**src/rtl/store_rmw_if.sv**
```systemverilog
// store_rmw_if: store request handshake plus the word-wide data RAM port of store_rmw_ctrl
interface store_rmw_if #(parameter int AW = 32);
  logic          ReqValid;
  logic          ReqReady;
  logic [AW-1:0] ReqAddr;
  logic [1:0]    ReqType;
  logic [31:0]   ReqWData;
  logic          MemEn;
  logic          MemWE;
  logic [AW-1:0] MemAddr;
  logic [31:0]   MemWData;
  logic [31:0]   MemRData;
  logic          Done;
  logic          Err;
  logic          Busy;
  modport master (
    output ReqValid, ReqAddr, ReqType, ReqWData, MemRData,
    input  ReqReady, MemEn, MemWE, MemAddr, MemWData, Done, Err, Busy
  );
  modport slave (
    input  ReqValid, ReqAddr, ReqType, ReqWData, MemRData,
    output ReqReady, MemEn, MemWE, MemAddr, MemWData, Done, Err, Busy
  );
endinterface

```
**src/rtl/store_rmw_ctrl.sv**
```systemverilog
// store_rmw_ctrl: read-modify-write sequencer for byte/half stores into a word-wide RAM without byte enables
module store_rmw_ctrl #(
  parameter int MEM_LAT = 1,
  parameter int AW      = 32
) (
  input logic        clk,
  input logic        rst,
  store_rmw_if.slave bus
);
  localparam logic [2:0] IDLE  = 3'd0;
  localparam logic [2:0] READ  = 3'd1;
  localparam logic [2:0] WAIT  = 3'd2;
  localparam logic [2:0] WRITE = 3'd3;
  localparam logic [2:0] ERR   = 3'd4;
  logic [2:0]    state_q, state_d;
  logic [1:0]    cnt_q, cnt_d;
  logic [AW-1:0] addr_q, addr_d;
  logic [1:0]    type_q, type_d;
  logic [31:0]   data_q, data_d;
  logic [31:0]   rdata_q, rdata_d;
  logic [31:0]   merged;
  logic          accept;
  logic          mem_on;
  assign accept = bus.ReqValid && state_q == IDLE;
  always_comb begin
    state_d = state_q;
    cnt_d   = cnt_q;
    addr_d  = addr_q;
    type_d  = type_q;
    data_d  = data_q;
    rdata_d = rdata_q;
    if (accept) begin
      addr_d  = bus.ReqAddr;
      type_d  = bus.ReqType;
      data_d  = bus.ReqWData;
      state_d = bus.ReqType[1] ? WRITE : (bus.ReqType[0] && bus.ReqAddr[0]) ? ERR : READ;
    end
    if (state_q == READ) begin
      state_d = WAIT;
      cnt_d   = 2'(MEM_LAT - 1);
    end
    if (state_q == WAIT) begin
      cnt_d   = cnt_q == 2'd0 ? 2'd0 : cnt_q - 2'd1;
      state_d = cnt_q == 2'd0 ? WRITE : WAIT;
      rdata_d = cnt_q == 2'd0 ? bus.MemRData : rdata_q;
    end
    if (state_q == WRITE || state_q == ERR) state_d = IDLE;
  end
  // Type 11 is treated as a full word store alongside 10.
  assign merged = type_q[1] ? data_q
                : type_q[0] ? (addr_q[1] ? {data_q[15:0], rdata_q[15:0]} : {rdata_q[31:16], data_q[15:0]})
                : addr_q[1:0] == 2'd0 ? {rdata_q[31:8], data_q[7:0]}
                : addr_q[1:0] == 2'd1 ? {rdata_q[31:16], data_q[7:0], rdata_q[7:0]}
                : addr_q[1:0] == 2'd2 ? {rdata_q[31:24], data_q[7:0], rdata_q[15:0]}
                : {data_q[7:0], rdata_q[23:0]};
  assign mem_on       = state_q == READ || state_q == WRITE;
  assign bus.ReqReady = state_q == IDLE;
  assign bus.Busy     = state_q != IDLE;
  assign bus.MemEn    = mem_on;
  assign bus.MemWE    = state_q == WRITE;
  assign bus.MemAddr  = mem_on ? {addr_q[AW-1:2], 2'b00} : '0;
  assign bus.MemWData = state_q == WRITE ? merged : 32'd0;
  assign bus.Done     = state_q == WRITE || state_q == ERR;
  assign bus.Err      = state_q == ERR;
  always_ff @(posedge clk or posedge rst) begin
    if (rst) begin
      state_q <= IDLE;
      cnt_q   <= 2'd0;
      addr_q  <= '0;
      type_q  <= 2'd0;
      data_q  <= 32'd0;
      rdata_q <= 32'd0;
    end else begin
      state_q <= state_d;
      cnt_q   <= cnt_d;
      addr_q  <= addr_d;
      type_q  <= type_d;
      data_q  <= data_d;
      rdata_q <= rdata_d;
    end
  end
endmodule

```
**src/flat_wrapper.sv**
```systemverilog
// flat-port wrapper written by rule: the top's interface ports become plain ports
module store_rmw_ctrl_flat 
#(
  parameter int MEM_LAT = 1,
  parameter int AW      = 32
)
  (clk, rst, bus_ReqValid, bus_ReqAddr, bus_ReqType, bus_ReqWData, bus_MemRData, bus_ReqReady, bus_MemEn, bus_MemWE, bus_MemAddr, bus_MemWData, bus_Done, bus_Err, bus_Busy);
  store_rmw_if #(.AW(AW)) bus_i ();
  input logic clk;
  input logic rst;
  input wire logic [$bits(bus_i.ReqValid)-1:0] bus_ReqValid;
  input wire logic [$bits(bus_i.ReqAddr)-1:0] bus_ReqAddr;
  input wire logic [$bits(bus_i.ReqType)-1:0] bus_ReqType;
  input wire logic [$bits(bus_i.ReqWData)-1:0] bus_ReqWData;
  input wire logic [$bits(bus_i.MemRData)-1:0] bus_MemRData;
  output wire logic [$bits(bus_i.ReqReady)-1:0] bus_ReqReady;
  output wire logic [$bits(bus_i.MemEn)-1:0] bus_MemEn;
  output wire logic [$bits(bus_i.MemWE)-1:0] bus_MemWE;
  output wire logic [$bits(bus_i.MemAddr)-1:0] bus_MemAddr;
  output wire logic [$bits(bus_i.MemWData)-1:0] bus_MemWData;
  output wire logic [$bits(bus_i.Done)-1:0] bus_Done;
  output wire logic [$bits(bus_i.Err)-1:0] bus_Err;
  output wire logic [$bits(bus_i.Busy)-1:0] bus_Busy;
  assign bus_i.ReqValid = bus_ReqValid;
  assign bus_i.ReqAddr = bus_ReqAddr;
  assign bus_i.ReqType = bus_ReqType;
  assign bus_i.ReqWData = bus_ReqWData;
  assign bus_i.MemRData = bus_MemRData;
  assign bus_ReqReady = bus_i.ReqReady;
  assign bus_MemEn = bus_i.MemEn;
  assign bus_MemWE = bus_i.MemWE;
  assign bus_MemAddr = bus_i.MemAddr;
  assign bus_MemWData = bus_i.MemWData;
  assign bus_Done = bus_i.Done;
  assign bus_Err = bus_i.Err;
  assign bus_Busy = bus_i.Busy;
  store_rmw_ctrl #(.MEM_LAT(MEM_LAT), .AW(AW)) u_core (.clk(clk), .rst(rst), .bus(bus_i));
endmodule
```
**config.mk**
```make
export PLATFORM = sky130hd
export DESIGN_NAME = store_rmw_ctrl_flat
export DESIGN_NICKNAME = d
export VERILOG_FILES = /design/src/rtl/store_rmw_if.sv /design/src/rtl/store_rmw_ctrl.sv /design/src/flat_wrapper.sv
export SDC_FILE = /design/constraint.sdc
export NUM_CORES = 1
export LEC_CHECK = 0
export CELL_PAD_IN_SITES_DETAIL_PLACEMENT = 2
export CELL_PAD_IN_SITES_GLOBAL_PLACEMENT = 2
export CORE_ASPECT_RATIO = 1.25
export CORE_MARGIN = 2
export CORE_UTILIZATION = 26
export CTS_CLUSTER_SIZE = 16
export DETAILED_ROUTE_END_ITERATION = 7
export PLACE_DENSITY = 0.85
export REMOVE_ABC_BUFFERS = 1
export SYNTH_ARGS = -nofsm -noshare
export SYNTH_HDL_FRONTEND = slang
export SYNTH_SLANG_ARGS = --single-unit
```
**constraint.sdc**
```tcl
create_clock -name clk -period 3.6 [get_ports clk]
set_clock_uncertainty 0.2 [all_clocks]
set_input_delay 0.54 -clock clk [delete_from_list [all_inputs] [get_ports clk]]
set_output_delay 0.54 -clock clk [all_outputs]
set_load 0.01 [all_outputs]
```
==> results of run 1 <==
[power by group through the flow]
stage          Combinational (mW)  Clock, mW  Sequential, mW
2_1_floorplan                1.93          0            2.08
3_3_place_gp                 3.25          0            2.19
3_5_place_dp                 3.41          0            2.27
4_1_cts                      3.42      0.998            2.25
5_1_grt                      3.66       1.05            2.33
6_report                     3.35      0.959            2.24
[what timing repair did]
action,in CTS,in global routing
gates resized for setup,0,1
setup endpoints to repair,0,15
endpoints found under the hold margin,0,0
[worst max-delay path, stage by stage (launching register included)]
cell	delay, ns
dfrtp_1	0.56
nor2b_4	0.23
nand2_2	0.18
clkinv_2	0.36
o221ai_1	0.22
a21oi_1	0.16
clkdlybuf4s50_1	0.55
[through the flow]
step	utilization (%)	instances	hold slack (ns)	total power, mW	setup WS, ns
2_1_floorplan	-	403	0.272	4.01	0.156
3_3_place_gp	36.2	817	0.282	5.44	0.652
3_5_place_dp	36.2	817	0.291	5.67	0.450
4_1_cts	37.7	833	0.310	6.68	0.0690
5_1_grt	37.7	833	0.324	7.03	0.0429
6_report	37.7	833	0.305	6.54	0.236
[logic make-up (layout without fill, tap and decap cells)]
logic type | count (synthesis) | count (layout) | synth area share (%)
muxes | 113 | 113 | 26.0
AOI/OAI and AO/OA | 77 | 77 | 9.01
and+or+nand+nor | 101 | 101 | 9.97
DFF | 103 | 103 | 51.0
other | 1 | 2 | 0.0742
buffers and inverters | 38 | 201 | 3.93
[synthesized netlist by cell type (2+ instances only)]
library cell / number / share of area (%)
nor3_1: 4 / 0.40
inv_1: 5 / 0.37
a21oi_1: 20 / 2.0
buf_1: 2 / 0.15
nor2_1: 29 / 2.2
dfrtp_1: 103 / 51
clkbuf_1: 10 / 0.74
inv_2: 2 / 0.15
mux2i_1: 16 / 3.2
mux2_4: 17 / 5.0
and2_1: 31 / 3.8
o21ai_0: 36 / 3.6
o221ai_1: 8 / 1.4
mux2_2: 80 / 18
buf_4: 3 / 0.45
buf_6: 4 / 0.89
buf_2: 12 / 1.2
a221oi_1: 8 / 1.4
nand2_1: 27 / 2.0
nand2b_1: 2 / 0.25
[final timing paths]
| path | from | endpoint | slack, ns | cells past startpoint |
|---|---|---|---|---|
| min | u_core.addr_q[26]$_DFFE_PP0P_ | u_core.addr_q[26]$_DFFE_PP0P_ | 0.30 | 1 |
| max | u_core.state_q[0]$_DFFE_PP0P_ | bus_MemWData[10] | 0.24 | 6 |
| max reg2reg | u_core.state_q[2]$_DFFE_PP0P_ | u_core.addr_q[19]$_DFFE_PP0P_ | 1.25 | 4 |
| max in group asynchronous | rst | u_core.rdata_q[7]$_DFFE_PP0P_ | 2.07 | 3 |
| min reg2reg | u_core.addr_q[26]$_DFFE_PP0P_ | u_core.addr_q[26]$_DFFE_PP0P_ | 0.30 | 1 |
| min in group asynchronous | rst | u_core.addr_q[5]$_DFFE_PP0P_ | 0.34 | 2 |
[final cells by class]
cell class	count	area, um2	share of cell area, %
Clock inverter	6	43.8	0.604
Tap cell	236	295	4.07
Clock buffer	10	239	3.29
Multi-Input combinational cell	293	2290	31.5
Sequential cell	103	2580	35.5
Inverter	7	30.0	0.414
Timing Repair Buffer	178	1780	24.6
[routing by layer]
| metal | GRT usage [%] | part of all wire, % | vias to the layer above |
|---|---|---|---|
| li1 | - | - | 1826 |
| met1 | 19.7 | 38 | 2004 |
| met2 | 31.9 | 55 | 108 |
| met3 | 3.52 | 4.8 | 22 |
| met4 | 7.51 | 2.6 | 0 |
| met5 | 0 | 0 | - |
[registers in the layout, indices dropped and copies added (netlist names)]
signal and cells:
u_core.state_q 3, u_core.cnt_q 2, u_core.rdata_q 32, u_core.addr_q 32, u_core.type_q 2, u_core.data_q 32
[layout by cell type (no fill, tap or decap), types with 2 or more instances in the layout]
cell type | Yosys | final
a21oi_1 | 20 | 20
a221oi_1 | 8 | 8
and2_1 | 31 | 31
buf_12 | 0 | 2
buf_4 | 3 | 8
clkbuf_16 | 0 | 9
clkdlybuf4s50_1 | 0 | 168
clkinv_2 | 0 | 2
clkinvlp_4 | 0 | 4
conb_1 | 1 | 2
dfrtp_1 | 103 | 103
inv_1 | 5 | 4
mux2_2 | 80 | 80
mux2_4 | 17 | 17
mux2i_1 | 16 | 16
nand2_1 | 27 | 27
nand2b_1 | 2 | 2
nor2_1 | 29 | 29
nor3_1 | 4 | 4
o21ai_0 | 36 | 36
o221ai_1 | 8 | 8
==> results by group, run 1 <==
Cells and area
  – Final #Nets: between 600 and 700
  – Layout cells sized above 1: 22.1%
  – Fill count: around 2000
  – Fin area: 7260 um2
  – Synthesis-to-finish area growth: 43.5%
  – N_diodes: 0

STA
  – Min Tclk post-route: between 3 and 4 ns
  – Final Hold Viols: 0
  – Final setup fails: 0
  – Unrepaired setup endpoints after global routing: false
  – Max_slew headroom: between 50% and 60%
  – Final setup TNS: 0 ns
  – Final Slew Violations: 0
  – Final period util: 93.4%
  – Fmax: 0.297 GHz
  – Slew at the pin closest to its max-slew limit: 0.741 ns

Clock tree
  – Post-CTS Setup Inserts: 0
  – Clock Path Buffers: 2
  – CTS tree: done
  – Clk slew on worst S/H paths: 0.08 ns
  – Cts hold-fix bufs: 0
  – TritonCTS buffer count: 9
  – CTS H-tree depth: 3
  – Root Driver: clkbuf_16
  – Worst-Skew Late Latency: 0.35 ns
  – Num Clock Sinks: 103

Place
  – Cell Area, Placed: 6970 um2
  – Hpwl dp: 13200 um
  – IO Port Bufs: 168
  – Global placer's final weighted congestion: 0.803

Yosys
  – Post-Synthesis Cells: 433
  – Number of synthesized flops with an enable pin: 0
  – Warnings from Yosys: 0
  – Distinct cells, synth: 34
  – Synth async-reset ratio: 100%
  – Synthesized cell area: roughly 5000 um2
  – Register bit total from synthesis: 103
  – Avg Cell Area, Syn: 11.7 um2
  – Top FF cell, synth: dfrtp_1
  – Seq/Total Area, Yosys: 51.0%

Critical path
  – Worst Path Required: 2.86 ns
  – Crit end category: output port
  – Worst EP arrival: 2.62 ns
  – Critical path startpoint category: register
  – Crit path max fanout: 26
  – Critical path class: reg -> out

Pwr
  – Switch share: 38.2%
  – Combinational fraction of design power: between 50% and 60%
  – Leak: 2.94 nW
  – Clk network pwr share: 14.6%
  – Flop pwr share: 34.2%
  – Psw: 2.50 mW
  – Internal power: 4.04 mW
  – PD cells: roughly 900 nW/um2
  – VDD IR max: 0.300 mV

Run status
  – Status: finished clean

GRT
  – Initial antenna violation count: 0
  – First-pass GRT wire length: 27500 um
  – GRT Total Usage: 17.6%
  – Vias in the first global route: 4700
  – Total global routing overflow: 0
  – Largest net degree at the start of global routing: 78

Drt
  – First-pass DRT Iterations: 4
  – Vias per cell: 4.75
  – Vias: 3960
  – Wire length per cell: 20.9 um
  – Initial DRC Count: 144
  – Remaining DRCs: 0
  – Drt total wl: between 15000 and 20000 um
  – Detail Route Antenna Nets: 0

Floorplan
  – # rows: 57
  – Ports: 171
  – Die area: 20600 um2
  – Initial Util: 26.3%
  – Core box area: between 15000 and 20000 um2
  – Die X: 129 um
  – Die Height: around 160 um

Flow run
  – Max cap viols: 0

Hold path
  – Worst hold path type: reg -> reg
Power figures use the tool's default switching activity.
==> run 2, diff against run 1 <==
- CORE_UTILIZATION: 26 -> 29
- PLACE_DENSITY: 0.85 -> 0.89
- clock period: 3.6 -> 3.7 ns (I/O delays scaled with it)
==> run 2 against run 1 <==
Against the previous run:
- clock power up 1%
- register-to-register slack better by 0.09 ns
- sequential power about the same
- via count down 0.13%
- wire length down 4.1%
- non-clock buffer count down 2
- critical path depth down 1
- largest power group unchanged
==> results by group, run 2 (synthesis results as in run 1) <==
Run status
  – Status: finished clean (unchanged)

GRT
  – Largest net degree at the start of global routing: 55 (was 78)
  – Grt met1 use: 21.0% (was 19.7%)
  – Routing usage on met3: 3.74% (was 3.52%)
  – Gr busiest metal: met2 (unchanged)
  – Met2 Use GR: 34.4% (was 31.9%)
  – GRT Total Usage: 18.8% (was 17.6%)
  – First-pass GRT wire length: 26300 um (was 27500 um)
  – Initial antenna violation count: 2 (was 0)
  – Total global routing overflow: 0 (unchanged)
  – Vias in the first global route: 4764 (was 4700)

Clock tree
  – Num Clock Sinks: 103 (unchanged)
  – Post-CTS Setup Inserts: 0 (unchanged)
  – CTS tree: done (unchanged)
  – Root Driver: clkbuf_16 (unchanged)
  – TritonCTS buffer count: 9 (unchanged)
  – Clk slew on worst S/H paths: 0.07 ns (was 0.08 ns)
  – Worst-Skew Late Latency: 0.34 ns (was 0.35 ns)
  – Cts hold-fix bufs: 0 (unchanged)
  – CTS H-tree depth: 3 (unchanged)
  – CTS resizes: 0 (unchanged)
  – Clock Path Buffers: 2 (unchanged)

Critical path
  – Crit path max fanout: 21 (was 26)
  – Critical path startpoint category: register (unchanged)
  – CP max stage delay: 0.61 ns (was 0.56 ns)
  – Buf/Inv on CP: 1 (was 2)
  – Start of the worst register-to-register path: u_core.state_q[2]$_DFFE_PP0P_ (unchanged)
  – Worst Path Required: 2.94 ns (was 2.86 ns)
  – Crit path depth: 5 (was 6)
  – Worst EP arrival: 2.69 ns (was 2.62 ns)
  – CP max stage cell: dfrtp_1 (unchanged)
  – Delay-heaviest family, CP: flip-flops (was buffers and inverters)
  – Worst r2r path cells: 4 (unchanged)
  – CP cell instances: nand2b_1 > a21oi_2 > mux2i_1 > nor2_1 > clkdlybuf4s50_1 (was nor2b_4 > nand2_2 > clkinv_2 > o221ai_1 > a21oi_1 > clkdlybuf4s50_1)
  – Critical path class: reg -> out (unchanged)
  – Crit path to: bus_MemWData[5] (was bus_MemWData[10])
  – Setup crit start: u_core.type_q[0]$_DFFE_PP0P_ (was u_core.state_q[0]$_DFFE_PP0P_)
  – Crit end category: output port (unchanged)
  – Reg2reg end: u_core.addr_q[21]$_DFFE_PP0P_ (was u_core.addr_q[19]$_DFFE_PP0P_)
  – Flop-to-flop setup slack: 1.34 ns (was 1.25 ns)

STA
  – Max_slew headroom: 51.2% (was 50.5%)
  – Final period util: 93.2%
  – Final Slew Violations: 0 (unchanged)
  – Final setup TNS: 0 ns (unchanged)
  – Min Tclk post-route: about 3.4 ns
  – Slew at the pin closest to its max-slew limit: 0.732 ns (was 0.741 ns)
  – Fmax: 0.290 GHz
  – Unrepaired setup endpoints after global routing: false (unchanged)
  – Final Hold Viols: 0 (unchanged)
  – Final setup fails: 0 (unchanged)

Drt
  – Remaining DRCs: 0 (unchanged)
  – Vias: 3955 (was 3960)
  – Wire length per cell: 20.4 um (was 20.9 um)
  – Detail Route Antenna Nets: 0 (unchanged)
  – First-pass DRT Iterations: 4 (unchanged)
  – Initial DRC Count: 137 (was 144)
  – Drt total wl: 16700 um (was 17400 um)
  – Vias per cell: 4.83 (was 4.75)

Cells and area
  – Most frequent cells in the layout: clkdlybuf4s50_1 (168), dfrtp_1 (103), mux2_2 (80), o21ai_0 (36), and2_1 (31) (unchanged)
  – Layout cells sized above 1: 21.5% (was 22.1%)
  – Final #Nets: 691 (was 693)
  – Largest regs: u_core.addr_q x32, u_core.data_q x32, u_core.rdata_q x32 (unchanged)
  – N_diodes: 0 (unchanged)
  – Non-Filler Instances: 819 (was 833)
  – Fill count: 1804 (was 2009)
  – Synthesis-to-finish area growth: 43.3% (was 43.5%)
  – Commonest non-fill, non-tap cell in the layout: clkdlybuf4s50_1 (unchanged)

Place
  – Global placer's final weighted congestion: 0.769 (was 0.803)
  – Hpwl dp: 12600 um (was 13200 um)
  – IO Port Bufs: 168 (unchanged)
  – Placed cell count: 803 (was 817)

Hold path
  – Worst hold path type: reg -> reg (unchanged)
  – Hold Startpoint: u_core.addr_q[19]$_DFFE_PP0P_ (was u_core.addr_q[26]$_DFFE_PP0P_)
  – Worst hold stages: 1 (unchanged)

Floorplan
  – Die X: 122 um (was 129 um)
  – Die area: 18500 um2 (was 20600 um2)
  – Ports: 171 (unchanged)
  – # rows: 54 (was 57)
  – Core box area: 17300 um2 (was 19300 um2)
  – Die Height: 152 um (was 160 um)
  – Initial Util: 29.2% (was 26.3%)

Pwr
  – VDD IR max: 0.265 mV (was 0.300 mV)
  – Leak: 2.94 nW (about the same)
  – PD cells: 877 nW/um2 (was 902 nW/um2)

Flow run
  – Max cap viols: 0 (unchanged)
==> run 2: changes by cell type in the layout (fill, tap and decap cells not counted), sizes merged <==
cell | before | now
clkinvlp | 4 | 1
inv | 7 | 6
buf | 10 | 8
clkbuf | 10 | 12
clkinv | 2 | 3
bufinv | 0 | 1
==> run 2: cell type report <==
class                           count  area (um2)  share of cell area (%)
Sequential cell                   103        2580                    35.6
Multi-Input combinational cell    293        2290                    31.6
Timing Repair Buffer              176        1770                    24.4
Tap cell                          224         280                    3.87
Clock buffer                       12         246                    3.40
Clock inverter                      4        55.1                   0.760
Inverter                            7        30.0                   0.415
==> run 2: per-layer routing <==
metal  part of all wire (%)  vias up
met5                   0.16        -
met2                     53      120
met3                    5.2       25
li1                       -     1826
met4                    2.7        4
met1                     38     1980
==> run 2: worst register-to-register path, delay by kind of cell (launching register included) <==
family	cells	cell delay, ns
buffers and inverters	1	0.35
DFF	1	0.53
and+or+nand+nor	2	0.81
muxes	1	0.37
==> run 2: worst min-delay path by stage <==
stage	endpoint	slack, ns
after CTS	u_core.data_q[24]$_DFFE_PP0P_	0.31
after global routing	u_core.data_q[18]$_DFFE_PP0P_	0.32
after global placement	u_core.addr_q[22]$_DFFE_PP0P_	0.28
final	u_core.addr_q[19]$_DFFE_PP0P_	0.30
after detailed placement	u_core.addr_q[7]$_DFFE_PP0P_	0.29
after floorplan	u_core.addr_q[19]$_DFFE_PP0P_	0.27
==> run 2: metrics by stage <==
step / setup WS (ns) / cell area, um2 / total power [mW] / hold slack, ns / utilization [%]
floorplan: 0.241 / 4890 / 3.90 / 0.272 / -
global placement: 0.693 / 6940 / 5.25 / 0.283 / 40.1
detailed placement: 0.542 / 6940 / 5.45 / 0.291 / 40.1
CTS: 0.150 / 7240 / 6.46 / 0.311 / 41.9
global route: 0.0533 / 7240 / 6.81 / 0.325 / 41.9
finish: 0.252 / 7240 / 6.35 / 0.305 / 41.9
==> run 2: power breakdown <==
part           leakage, nW  total (mW)  switching (mW)  internal (mW)
sequential            1.22        2.22           0.528           1.70
clock                0.143       0.971           0.424          0.547
combinational         1.58        3.16            1.42           1.74
==> run 3, diff against run 2 <==
- GPL_TIMING_DRIVEN: default -> 0
==> run 3 against run 2 <==
Against the previous run:
- setup slack worse by 0.044 ns
- core utilization up 0.11 points
- non-clock buffer count decreased by 4
- via count is essentially flat
- clock power increased by 0.6%
- wire length fell by 1.9%
- sequential share of layout area fell by 0.058 points
- register-to-register slack lost 0.02 ns
- worst hold slack lost 0.0041 ns
- sequential power about the same
- design area increased by 0.26%
- count of clock-buffer cells in the layout stayed put
==> results by group, run 3 (synthesis results as in run 1) <==
Floorplan
  – Core box area: 17300 um2 (unchanged)
  – Die Height: 152 um (unchanged)
  – Initial Util: 29.2% (unchanged)
  – Die X: 122 um (unchanged)
  – Ports: 171 (unchanged)
  – Die area: 18500 um2 (unchanged)
  – # rows: 54 (unchanged)

STA
  – Final Slew Violations: 0 (unchanged)
  – Fmax: 0.286 GHz (was 0.290 GHz)
  – Final period util: 94.4% (was 93.2%)
  – Unrepaired setup endpoints after global routing: false (unchanged)
  – Max_slew headroom: 41.7% (was 51.2%)
  – Final Hold Viols: 0 (unchanged)
  – Final worst setup slack: 0.208 ns (was 0.252 ns)
  – Min Tclk post-route: 3.49 ns (was 3.45 ns)
  – Slew at the pin closest to its max-slew limit: 0.873 ns (was 0.732 ns)
  – Min Hold Slack: 0.301 ns (was 0.305 ns)
  – Final setup fails: 0 (unchanged)

Drt
  – Vias per cell: 4.86 (was 4.83)
  – Drt total wl: 16400 um (was 16700 um)
  – Detail Route Antenna Nets: 0 (unchanged)
  – First-pass DRT Iterations: 4 (unchanged)
  – Vias: 3958 (was 3955)
  – Initial DRC Count: 142 (was 137)
  – Wire length per cell: 20.1 um (was 20.4 um)
  – Remaining DRCs: 0 (unchanged)

Clock tree
  – Clk slew on worst S/H paths: 0.07 ns (about the same)
  – Num Clock Sinks: 103 (unchanged)
  – TritonCTS buffer count: 9 (unchanged)
  – CTS tree: done (unchanged)
  – Worst-Skew Late Latency: 0.35 ns (was 0.34 ns)
  – CTS H-tree depth: 3 (unchanged)
  – Clock Path Buffers: 2 (unchanged)
  – Root Driver: clkbuf_16 (unchanged)

Critical path
  – Critical path class: reg -> out (unchanged)
  – Crit path max fanout: 26 (was 21)
  – Start of the worst register-to-register path: u_core.state_q[2]$_DFFE_PP0P_ (unchanged)
  – Worst r2r path cells: 4 (unchanged)
  – Flop-to-flop setup slack: 1.32 ns (was 1.34 ns)
  – Worst Path Required: 2.94 ns (about the same)
  – Crit end category: output port (unchanged)
  – Critical path startpoint category: register (unchanged)
  – Worst EP arrival: 2.74 ns (was 2.69 ns)
  – Reg2reg end: u_core.rdata_q[19]$_DFFE_PP0P_ (was u_core.addr_q[21]$_DFFE_PP0P_)

Pwr
  – Internal power: 4.02 mW (was 3.98 mW)
  – Clk network pwr share: 15.4% (was 15.3%)
  – Psw: 2.35 mW (was 2.37 mW)
  – Combinational fraction of design power: 49.2% (was 49.7%)
  – PD cells: 876 nW/um2 (was 877 nW/um2)
  – VDD IR max: 0.279 mV (was 0.265 mV)
  – Leak: 2.94 nW (about the same)
  – Switch share: 36.9% (was 37.3%)
  – Flop pwr share: 35.4% (was 35.0%)

Cells and area
  – Layout cells sized above 1: 21.7% (was 21.5%)
  – Commonest non-fill, non-tap cell in the layout: clkdlybuf4s50_1 (unchanged)
  – Synthesis-to-finish area growth: 43.7% (was 43.3%)
  – Final #Nets: 688 (was 691)
  – Largest regs: u_core.addr_q x32, u_core.data_q x32, u_core.rdata_q x32 (unchanged)
  – Fin area: 7260 um2 (was 7240 um2)
  – Non-Filler Instances: 815 (was 819)
  – Final core occ: 42.0% (was 41.9%)
  – Fill count: 1794 (was 1804)
  – N_diodes: 0 (unchanged)
  – Most frequent cells in the layout: clkdlybuf4s50_1 (168), dfrtp_1 (101), mux2_2 (80), o21ai_0 (36), and2_1 (31) (was clkdlybuf4s50_1 (168), dfrtp_1 (103), mux2_2 (80), o21ai_0 (36), and2_1 (31))

GRT
  – First-pass GRT wire length: 25700 um (was 26300 um)
  – Total global routing overflow: 0 (unchanged)
  – Initial antenna violation count: 2 (unchanged)
  – GRT Total Usage: 18.3% (was 18.8%)
  – Largest net degree at the start of global routing: 70 (was 55)
  – Vias in the first global route: 4562 (was 4764)

Hold path
  – Hold-critical path endpoint: u_core.data_q[30]$_DFFE_PP0P_ (was u_core.addr_q[19]$_DFFE_PP0P_)
  – Worst hold path type: reg -> reg (unchanged)
  – Hold Startpoint: u_core.data_q[30]$_DFFE_PP0P_ (was u_core.addr_q[19]$_DFFE_PP0P_)
  – Worst hold stages: 1 (unchanged)

Place
  – Placed cell count: 798 (was 803)
  – Placement Setup Slack: -0.195 ns (was 0.542 ns)
  – IO Port Bufs: 168 (unchanged)
  – Cell Area, Placed: 6940 um2 (about the same)
  – Global placer's final weighted congestion: 0.786 (was 0.769)
  – Hpwl dp: 11900 um (was 12600 um)

Run status
  – Status: finished clean (unchanged)

Flow run
  – Max cap viols: 0 (unchanged)
==> run 3: cell count changes in the layout (fill, tap and decap cells not counted) <==
cell      delta
a21oi_1      -1
a21oi_2      +1
buf_12       -2
buf_16       +3
buf_4        -5
clkbuf_1     -1
clkbuf_8     +1
clkinv_4     -2
dfrtp_1      -2
dfrtp_2      +2
inv_4        +1
nor2b_2      +1
==> run 3: power groups by stage <==
stage / registers [mW] / clock network, mW / logic (mW)
global placement: 2.21 / 0 / 2.99
CTS: 2.27 / 1.02 / 3.20
global route: 2.36 / 1.06 / 3.43
finish: 2.25 / 0.977 / 3.13
detailed placement: 2.27 / 0 / 3.15
floorplan: 2.03 / 0 / 1.88
==> run 3: timing repair <==
item,in CTS,in global routing
endpoints found under the setup margin,25,12
setup buffers,1,0
hold buffers,0,0
gates cloned,1,0
pin swaps,0,0
resized for setup,2,2
==> run 3: worst max-delay path, stage by stage, from the launching register on <==
cell and delay [ns]:
dfrtp_1 0.61, nor2b_4 0.25, nand2_2 0.21, inv_4 0.32, o221ai_1 0.21, a21oi_1 0.20
clkdlybuf4s50_1 0.57
==> run 3: routing by layer <==
metal  vias up  track usage [%]  routed length [um]
met1      2000             20.9                6360
li1       1823                -                   -
met3        24             4.42                 919
met5         -                0                  20
met4         4             7.30                 394
met2       107             32.8                8720
==> run 3: how the worst max path moves through the flow <==
stage | cells after the start | endpoint | start | slack (ns)
2_1_floorplan | 1 | u_core.addr_q[0]$_DFFE_PP0P_ | rst | 0.24
3_3_place_gp | 2 | u_core.data_q[5]$_DFFE_PP0P_ | rst | -1.48
3_5_place_dp | 6 | bus_MemWData[10] | u_core.state_q[0]$_DFFE_PP0P_ | -0.20
4_1_cts | 5 | bus_MemWData[5] | u_core.addr_q[0]$_DFFE_PP0P_ | 0.03
5_1_grt | 6 | bus_MemWData[10] | u_core.state_q[0]$_DFFE_PP0P_ | 0.01
6_report | 6 | bus_MemWData[10] | u_core.state_q[0]$_DFFE_PP0P_ | 0.21
==> run 3: per-stage QoR <==
step,setup TNS (ns),power [mW]
after floorplan,0,3.90
after global placement,-204.98,5.20
after detailed placement,-1.20,5.42
after CTS,0,6.48
after global routing,0,6.85
final,0,6.36
==> run 3: cell type report <==
type / count / area, um2 / area share, %
Inverter: 7 / 31.3 / 0.431
Timing Repair Buffer: 172 / 1770 / 24.4
Clock buffer: 12 / 256 / 3.53
Multi-Input combinational cell: 294 / 2300 / 31.7
Clock inverter: 3 / 42.5 / 0.586
Tap cell: 224 / 280 / 3.86
Sequential cell: 103 / 2580 / 35.5
